## src/rtl/uart_pkg.sv

```systemverilog
`default_nettype none
// +--------------------------------------------------------------------------+
// | uart_pkg : state encoding and sampling constants shared by UART RX/TX    |
// | Revision : 1.0                                                           |
// +--------------------------------------------------------------------------+
package uart_pkg;

  localparam int UART_DATA_BITS = 8;

  // Majority-vote sample points relative to the bit centre (cnt = HALF)
  localparam int VOTE_OFS_EARLY = -1;
  localparam int VOTE_OFS_MID   = 0;
  localparam int VOTE_OFS_LATE  = 1;

  typedef enum logic [2:0] {
    ST_IDLE      = 3'd0,
    ST_START     = 3'd1,
    ST_DATA      = 3'd2,
    ST_PARITY    = 3'd3,
    ST_STOP      = 3'd4,
    ST_WAIT_HIGH = 3'd5
  } uart_state_e;

  function automatic logic majority3(input logic a, input logic b, input logic c);
    return (a & b) | (a & c) | (b & c);
  endfunction

endpackage
`default_nettype wire

```

## src/rtl/uart_rx_sampler.sv

```systemverilog
`default_nettype none
// +--------------------------------------------------------------------------+
// | uart_rx_sampler : input synchroniser, bit timer and 3-sample voter       |
// | Revision : 1.0                                                           |
// +--------------------------------------------------------------------------+
module uart_rx_sampler
  import uart_pkg::*;
#(
  parameter int CLKS_PER_BIT = 104,
  parameter int SYNC_STAGES  = 2
) (
  input  logic clk,
  input  logic reset,
  input  logic fpga_rx,
  input  logic restart,
  output logic rxs,
  output logic sample_strobe,
  output logic bit_end,
  output logic bit_val
);

  localparam int CNT_W = $clog2(CLKS_PER_BIT);
  localparam int HALF  = CLKS_PER_BIT / 2;

  localparam logic [CNT_W-1:0] CNT_EARLY = CNT_W'(HALF + VOTE_OFS_EARLY);
  localparam logic [CNT_W-1:0] CNT_MID   = CNT_W'(HALF + VOTE_OFS_MID);
  localparam logic [CNT_W-1:0] CNT_LATE  = CNT_W'(HALF + VOTE_OFS_LATE);
  localparam logic [CNT_W-1:0] CNT_LAST  = CNT_W'(CLKS_PER_BIT - 1);

  logic [SYNC_STAGES-1:0] sync_q;
  logic [CNT_W-1:0]       cnt_q;
  logic [CNT_W-1:0]       cnt_d;
  logic                   early_q;
  logic                   mid_q;

  always_ff @(posedge clk or posedge reset) begin
    if (reset) begin
      sync_q <= '1;
    end else begin
      sync_q <= {sync_q[SYNC_STAGES-2:0], fpga_rx};
    end
  end

  assign rxs           = sync_q[SYNC_STAGES-1];
  assign sample_strobe = (cnt_q == CNT_LATE);
  assign bit_end       = (cnt_q == CNT_LAST);

  always_comb begin
    cnt_d = cnt_q + CNT_W'(1);
    if (restart || bit_end) begin
      cnt_d = '0;
    end
  end

  always_ff @(posedge clk or posedge reset) begin
    if (reset) begin
      cnt_q   <= '0;
      early_q <= 1'b1;
      mid_q   <= 1'b1;
    end else begin
      cnt_q <= cnt_d;
      if (cnt_q == CNT_EARLY) early_q <= rxs;
      if (cnt_q == CNT_MID)   mid_q   <= rxs;
    end
  end

  // The late sample is the live rxs, so the vote resolves on the strobe cycle
  assign bit_val = majority3(early_q, mid_q, rxs);

endmodule
`default_nettype wire

```

## src/rtl/uart_rx_byte.sv

```systemverilog
`default_nettype none
// +--------------------------------------------------------------------------+
// | uart_rx_byte : 8N1 UART receiver with valid/ready output and error flags |
// |                define UART_RX_PARITY_EN for 8E1 frames with parity check |
// | Revision : 1.0                                                           |
// +--------------------------------------------------------------------------+
module uart_rx_byte
  import uart_pkg::*;
#(
  parameter int CLKS_PER_BIT = 104,
  parameter int SYNC_STAGES  = 2
) (
  input  logic                      clk,
  input  logic                      reset,
  input  logic                      fpga_rx,
  output logic [UART_DATA_BITS-1:0] rx_data,
  output logic                      rx_valid,
  input  logic                      rx_ready,
  output logic                      framing_err,
  output logic                      parity_err,
  output logic                      overrun,
  input  logic                      overrun_clr,
  output logic                      busy
);

  localparam int BIDX_W = $clog2(UART_DATA_BITS);
  localparam logic [BIDX_W-1:0] LAST_BIT = BIDX_W'(UART_DATA_BITS - 1);

`ifdef UART_RX_PARITY_EN
  localparam uart_state_e AFTER_DATA = ST_PARITY;
`else
  localparam uart_state_e AFTER_DATA = ST_STOP;
`endif

  logic rxs;
  logic sample_strobe;
  logic bit_end;
  logic bit_val;
  logic restart;
  logic byte_done;

  uart_state_e               state_q, state_d;
  logic [BIDX_W-1:0]         bit_idx_q, bit_idx_d;
  logic [UART_DATA_BITS-1:0] shift_q, shift_d;
  logic [UART_DATA_BITS-1:0] data_q, data_d;
  logic                      valid_q, valid_d;
  logic                      ferr_q, ferr_d;
  logic                      over_q, over_d;
`ifdef UART_RX_PARITY_EN
  logic                      par_bad_q, par_bad_d;
  logic                      perr_q;
`endif

  uart_rx_sampler #(
    .CLKS_PER_BIT (CLKS_PER_BIT),
    .SYNC_STAGES  (SYNC_STAGES)
  ) u_sampler (
    .clk           (clk),
    .reset         (reset),
    .fpga_rx       (fpga_rx),
    .restart       (restart),
    .rxs           (rxs),
    .sample_strobe (sample_strobe),
    .bit_end       (bit_end),
    .bit_val       (bit_val)
  );

  always_ff @(posedge clk or posedge reset) begin
    if (reset) state_q <= ST_IDLE;
    else       state_q <= state_d;
  end

  always_comb begin
    state_d   = state_q;
    bit_idx_d = bit_idx_q;
    shift_d   = shift_q;
    restart   = 1'b0;
    byte_done = 1'b0;
    ferr_d    = 1'b0;
`ifdef UART_RX_PARITY_EN
    par_bad_d = par_bad_q;
`endif
    case (state_q)
      ST_IDLE: begin
        // Hold the timer at zero so bit timing starts from the falling edge
        restart = 1'b1;
        if (!rxs) state_d = ST_START;
      end
      ST_START: begin
        if (sample_strobe && bit_val) begin
          state_d = ST_IDLE;
        end else if (bit_end) begin
          state_d   = ST_DATA;
          bit_idx_d = '0;
        end
      end
      ST_DATA: begin
        if (sample_strobe) shift_d = {bit_val, shift_q[UART_DATA_BITS-1:1]};
        if (bit_end) begin
          bit_idx_d = bit_idx_q + BIDX_W'(1);
          if (bit_idx_q == LAST_BIT) state_d = AFTER_DATA;
        end
      end
`ifdef UART_RX_PARITY_EN
      ST_PARITY: begin
        if (sample_strobe) par_bad_d = (^shift_q) ^ bit_val;
        if (bit_end) state_d = ST_STOP;
      end
`endif
      ST_STOP: begin
        if (sample_strobe) begin
          if (bit_val) begin
            byte_done = 1'b1;
            state_d   = ST_IDLE;
          end else begin
            ferr_d  = 1'b1;
            state_d = ST_WAIT_HIGH;
          end
        end
      end
      ST_WAIT_HIGH: begin
        if (rxs) state_d = ST_IDLE;
      end
      default: state_d = ST_IDLE;
    endcase
  end

  always_comb begin
    data_d  = data_q;
    valid_d = valid_q;
    over_d  = over_q;
    if (byte_done && (!valid_q || rx_ready)) begin
      data_d  = shift_q;
      valid_d = 1'b1;
    end else if (valid_q && rx_ready) begin
      valid_d = 1'b0;
    end
    // A fresh overrun takes priority over a simultaneous clear
    if (byte_done && valid_q && !rx_ready) over_d = 1'b1;
    else if (overrun_clr)                  over_d = 1'b0;
  end

  always_ff @(posedge clk or posedge reset) begin
    if (reset) begin
      bit_idx_q <= '0;
      shift_q   <= '0;
      data_q    <= '0;
      valid_q   <= 1'b0;
      ferr_q    <= 1'b0;
      over_q    <= 1'b0;
    end else begin
      bit_idx_q <= bit_idx_d;
      shift_q   <= shift_d;
      data_q    <= data_d;
      valid_q   <= valid_d;
      ferr_q    <= ferr_d;
      over_q    <= over_d;
    end
  end

`ifdef UART_RX_PARITY_EN
  always_ff @(posedge clk or posedge reset) begin
    if (reset) begin
      par_bad_q <= 1'b0;
      perr_q    <= 1'b0;
    end else begin
      par_bad_q <= par_bad_d;
      perr_q    <= byte_done & par_bad_q;
    end
  end
  assign parity_err = perr_q;
`else
  assign parity_err = 1'b0;
`endif

  assign rx_data     = data_q;
  assign rx_valid    = valid_q;
  assign framing_err = ferr_q;
  assign overrun     = over_q;
  assign busy        = (state_q != ST_IDLE);

endmodule
`default_nettype wire

```

## config.mk

```make
export PLATFORM = sky130hd
export DESIGN_NAME = uart_rx_byte
export DESIGN_NICKNAME = d
export VERILOG_FILES = /design/src/rtl/uart_pkg.sv /design/src/rtl/uart_rx_sampler.sv /design/src/rtl/uart_rx_byte.sv
export SDC_FILE = /design/constraint.sdc
export NUM_CORES = 1
export LEC_CHECK = 0
export CAP_MARGIN = 20
export CORE_MARGIN = 3
export CORE_UTILIZATION = 40
export CTS_BUF_LIST = sky130_fd_sc_hd__clkbuf_8
export DETAILED_ROUTE_END_ITERATION = 10
export HOLD_SLACK_MARGIN = 0.02
export PLACE_DENSITY = 0.56
export SLEW_MARGIN = 20
export SYNTH_ARGS = -nofsm -noshare
export SYNTH_HDL_FRONTEND = slang
export SYNTH_SLANG_ARGS = --single-unit
```

## constraint.sdc

```tcl
create_clock -name clk -period 2.3 [get_ports clk]
set_input_delay 0.46 -clock clk [delete_from_list [all_inputs] [get_ports clk]]
set_output_delay 0.46 -clock clk [all_outputs]
set_load 0.02 [all_outputs]
```

==> metrics.txt, run 1 <==
syn_nets 158; critical-path maximum fanout 15; final worst-path cycle share 96.3%; Post-synth ARST share 100%; Sequential Area 907 um2; R2R Path Start u_sampler.cnt_q[0]; post-DP HPWL 2230 um; Final ANT Viol Nets 0; Final Hold Fails 0; ys flop type dfrtp_1; Synth top area share 43.6%; clock transition at the registers of the reported paths 70 ps; worst min-delay path class reg -> reg; Final setup violation count 0; critical path launch point state_q[2]; Netlist cell types 47; critical setup path kind reg -> out; I/O pin cnt 18; Residual DRC 0; DRT Wirelength ~3300 um; Yosys top cell by area dfrtp_1; die area between 5000 and 6000 um2; initial core utilization 41.9%; Clock Tree Buf Depth 2; sequential share of the synthesized area around half; VDD IR max 0.000313 V; Fmax 0.452 GHz; input/output buffers 16; layout cell share with drive strength beyond 1 26.9%; CTS tree done; Power Total 1.13 mW; Final Util between 40% and 50%; Pwr Density 532 nW/um2; Die X 73.8 um; Core Area 4380 um2; number of enable flip-flop cells after synthesis 0; Period minus WS final around 2200 ps; outcome finished clean; WP data required approximately 1800 ps; synth top area cells dfrtp_1 (44%), mux2_4 (14%), dfstp_2 (5.7%); multi-input logic area about 840 um2; post-synthesis instance area 1840 um2; Yosys reg bits 36; cell leakage power between 0.9 and 1 nW; first-pass GRT wire length roughly 5800 um; Ant. Diodes 0; clk sinks 36; Slew Viols, Final 0; site row count 24; Hold Startpoint u_sampler.sync_q[0]; Area Growth Syn to Fin 15.3%; worst path arrival time around 1800 ps; crit path capture type output port; Post-Syn Instances around 150; max-cap viol count 0; GRT overflow 0; initial antenna violation count 0; CTS buffer count 5; # fillers 403; via count 1152; first-pass iteration count of the detailed router 4; Final Instance Area 2120 um2; final setup TNS 0 ps; Worst Setup Start Kind flip-flop; largest net degree at the start of global routing 37; GRT Total Usage 14.2%; synth warn 0; placed cell area slightly above 2000 um2; CTS Root Cell clkbuf_8; pre-CTS setup slack around 320 ps; GP Congestion approximately 0.84; hold buffer count at CTS 0; syn avg cell area 12.4 um2; clock latency on the worst-skew pair 290 ps; Nets between 150 and 200; clock skew ~7.1 ps; Max H-tree Level 2; Vias/cell between 5 and 6; RSZ-0062 raised after global routing false; WL per Instance about 15 um; fin worst setup slack 86.2 ps; vias in the first global route 1159; initial drt markers 107; Die H 73.8 um
-- path summary, 6_finish.rpt --
path | to | slack [ps] | depth (start not counted)
setup / recovery | busy | 90 | 2
hold / removal | u_sampler.sync_q[1] | 360 | 0
setup reg to reg | state_q[0] | 410 | 5
hold reg to reg | u_sampler.sync_q[1] | 360 | 0
max in group asynchronous | u_sampler.early_q | 1370 | 3
min in group asynchronous | shift_q[6] | 570 | 3
-- critical path, stage by stage (launching register included) --
cell and delay, ps:
dfrtp_2 500, or3_1 400, clkdlybuf4s50_1 570
-- per-layer routing --
layer,up-vias,track usage (%),routed length (um)
li1,561,-,-
met1,570,19.7,1540
met2,15,20.9,1640
met3,6,3.69,83
met4,0,5.84,51
met5,-,0,0
-- cell families after synthesis --
| group | Yosys count | share of synthesized area (%) |
|---|---|---|
| compound gates | 22 | 8.85 |
| buf+inv | 16 | 5.17 |
| flops | 36 | 49.3 |
| xor+xnor | 4 | 1.91 |
| other cells | 1 | 0.204 |
| mux | 20 | 15.7 |
| fa+ha+maj | 6 | 4.02 |
| simple gates | 43 | 14.9 |
-- cell type report --
class                           count  share of cell area (%)
Timing Repair Buffer               20                    8.97
Tap cell                           52                    3.07
Sequential cell                    36                    42.8
Clock inverter                      2                   0.531
Clock buffer                        6                    3.90
Multi-Input combinational cell     96                    39.5
Inverter                            7                    1.24
-- cells in the mapped netlist, types with 2 or more instances --
cell,instances
a211o_1,2
a21oi_1,2
a31oi_1,3
and3_1,2
buf_4,3
buf_6,3
clkbuf_1,2
dfrtp_1,32
dfstp_2,4
ha_1,5
inv_1,7
mux2_2,2
mux2_4,17
nand2_1,3
nand2b_1,2
nand3_1,7
nor2_1,9
nor2b_1,3
nor3_1,3
o21ai_0,4
o2bb2ai_1,3
or3_1,2
xor2_1,4
-- placed cells by master, fill, tap and decap left out, types with 3 or more instances in the layout --
| cell type | n |
|---|---|
| a31oi_1 | 3 |
| buf_4 | 4 |
| clkbuf_8 | 6 |
| clkdlybuf4s50_1 | 16 |
| dfrtp_1 | 31 |
| dfstp_2 | 4 |
| ha_1 | 5 |
| inv_1 | 8 |
| mux2_4 | 17 |
| nand2_1 | 3 |
| nand3_1 | 7 |
| nor2_1 | 9 |
| nor2b_1 | 3 |
| nor3_1 | 3 |
| o21ai_0 | 4 |
| o2bb2ai_1 | 3 |
| xor2_1 | 4 |
-- stage by stage --
step,hold slack [ps],cells
2_1_floorplan,345,148
3_3_place_gp,346,211
3_5_place_dp,349,211
4_1_cts,360,219
5_1_grt,362,219
6_report,359,219
-- registers in the layout (all words and copies together) (netlist names) --
name,cells
state_q,3
rx_data,8
u_sampler.mid_q,1
bit_idx_q,3
u_sampler.sync_q,2
shift_q,8
u_sampler.early_q,1
rx_valid,1
u_sampler.cnt_q,7
framing_err,1
overrun,1
-- power breakdown --
part	total (mW)	switching [mW]	internal, mW
combinational	0.0257	0.0161	0.00967
sequential	0.638	0.00158	0.636
clock	0.464	0.225	0.239
-- timing repair --
| action | 4_1_cts | 5_1_grt |
|---|---|---|
| gates resized for setup | 1 | 0 |
| endpoints found under the setup margin | 1 | 0 |
| buffers inserted | 0 | 0 |
Note: power is estimated with default switching activity, not from simulation.
==> run 2, diff against run 1 <==
ABC_AREA = 1   (was not set)
CTS_BUF_LIST = not set   (was sky130_fd_sc_hd__clkbuf_8)
PLACE_DENSITY = 0.58   (was 0.56)
==> run 2 against run 1 <==
Effect of this change: final cell count rose by 27%; setup slack improved by 200 ps; clock power rose by 16%; fmax rose by 10%; sequential share of layout area rose by 1.0 points; synthesized cell count rose by 39%; wire length fell by 7.1%; die area fell by 3.9%.
==> metrics.txt, run 2 <==
outcome finished clean; ys flop type dfrtp_1; GRT overflow 0; hold buffer count at CTS 0; Final ANT Viol Nets 0; input/output buffers 16; DR WL met3 roughly 140 um; Vias/cell 4.60; largest net degree at the start of global routing 37; critical-path maximum fanout 6; clock transition at the registers of the reported paths around 70 ps; Final Hold Fails 0; Die X 72.3 um; vias in the first global route around 1200; Cells after DPL 270; most common cell after layout, fill and taps aside nand2_1; CTS tree done; I/O pin cnt 18; initial antenna violation count 0; site row count 23; Residual DRC 0; Post-Syn Instances 206; Period minus WS final 2010 ps; WL per Instance 11.1 um; synth cell count leaders nand2_1 (60), dfrtp_1 (32), inv_1 (28); CTS buffer count 5; post-CTS resize count 0; Nets 237; number of enable flip-flop cells after synthesis 0; Ant. Diodes 0; RSZ-0062 raised after global routing false; Pwr Density around 580 nW/um2; cell leakage power 0.969 nW; DR top layer met4; Netlist cell types 25; DRT Wirelength 3080 um; WL met2 1270 um; Yosys reg bits 36; pre-CTS setup slack slightly below 600 ps; first-pass iteration count of the detailed router 4; clock skew approximately 9.6 ps; hold slack 359 ps; Setup Buffers After CTS 0; Final Instance Area 2070 um2; synth top area cells dfrtp_1 (45%), nand2_1 (13%), dfstp_2 (6.0%); initial drt markers 74; post-synthesis instance area 1760 um2; Die H 72.3 um; Fmax 0.497 GHz; worst min-delay path class reg -> reg; initial core utilization between 40% and 50%; Post-synth ARST share 100%; synth warn 0; worst path arrival time 1550 ps; fin worst setup slack 288 ps; clock latency on the worst-skew pair 290 ps; sequential share of the synthesized area around 51%; Final Util 50.3%; Yosys top cell by area dfrtp_1; layout cell share with drive strength beyond 1 16.7%; via count roughly 1300; DRT met1 WL roughly 1600 um; crit path capture type output port; most common cell in the netlist nand2_1; Max H-tree Level 2; GRT Total Usage 13.9%; placed cell area 1960 um2; clk sinks 36; post-DP HPWL 2240 um; final worst-path cycle share 87.5%; WP data required between 1500 and 2000 ps; Clock Tree Buf Depth 2; die area 5230 um2; syn avg cell area 8.55 um2; CTS Root Cell clkbuf_8; Slew Viols, Final 0; fin cells 278; syn_nets 216; Final setup violation count 0; first-pass GRT wire length 5630 um; max-cap viol count 0; Worst Setup Start Kind flip-flop; VDD IR max 0.000593 V; Synth top area share a little under half; GP Congestion between 0.8 and 0.9; Power Total between 1 and 1.5 mW; critical setup path kind reg -> out; Core Area roughly 4100 um2; final setup TNS 0 ps; most frequent cells in the layout nand2_1 (60), dfrtp_1 (32), inv_1 (28); Area Growth Syn to Fin 17.5%
[run 2: layout make-up]
cell class | instances | area, um2
Fill cell | 412 | 2050
Sequential cell | 36 | 906
Multi-Input combinational cell | 135 | 704
Timing Repair Buffer | 17 | 168
Inverter | 32 | 120
Clock buffer | 6 | 72.6
Tap cell | 50 | 62.6
Clock inverter | 2 | 35.0
[run 2: report_power, final]
group	internal [mW]	leakage [nW]	switching [mW]
Clock	0.321	0.0552	0.217
Sequential	0.636	0.474	0.000894
Combinational	0.00904	0.440	0.0179
[run 2: worst max-delay path: stages (launching register included)]
cell	delay [ps]
dfrtp_1	470
nor2_1	70
nand2_1	110
clkdlybuf4s50_1	620
[run 2: path summary, 6_finish.rpt]
| kind | start | to | slack (ps) | cells past startpoint |
|---|---|---|---|---|
| max in group asynchronous | reset | u_sampler.early_q | 1390 | 3 |
| setup reg to reg | u_sampler.cnt_q[1] | rx_data[5] | 730 | 9 |
| hold / removal | u_sampler.sync_q[0] | u_sampler.sync_q[1] | 360 | 0 |
| hold reg to reg | u_sampler.sync_q[0] | u_sampler.sync_q[1] | 360 | 0 |
| setup / recovery | state_q[0] | busy | 290 | 3 |
| min in group asynchronous | reset | u_sampler.cnt_q[5] | 570 | 3 |
[run 2: logic make-up (layout without fill, tap and decap cells)]
| group | after synthesis | after routing | share of synthesized area, % |
|---|---|---|---|
| buf+inv | 35 | 57 | 8.53 |
| flops | 36 | 36 | 51.5 |
| fa+ha+maj | 5 | 5 | 3.55 |
| other cells | 1 | 1 | 0.213 |
| compound gates | 22 | 22 | 8.25 |
| simple gates | 107 | 107 | 28.0 |
[run 2: metal layers]
metal  global-route usage, %  vias to the layer above
met2                    20.4                       17
met5                       0                        -
met1                    18.7                      574
li1                        -                      681
met3                    5.12                        6
met4                    5.43                        0
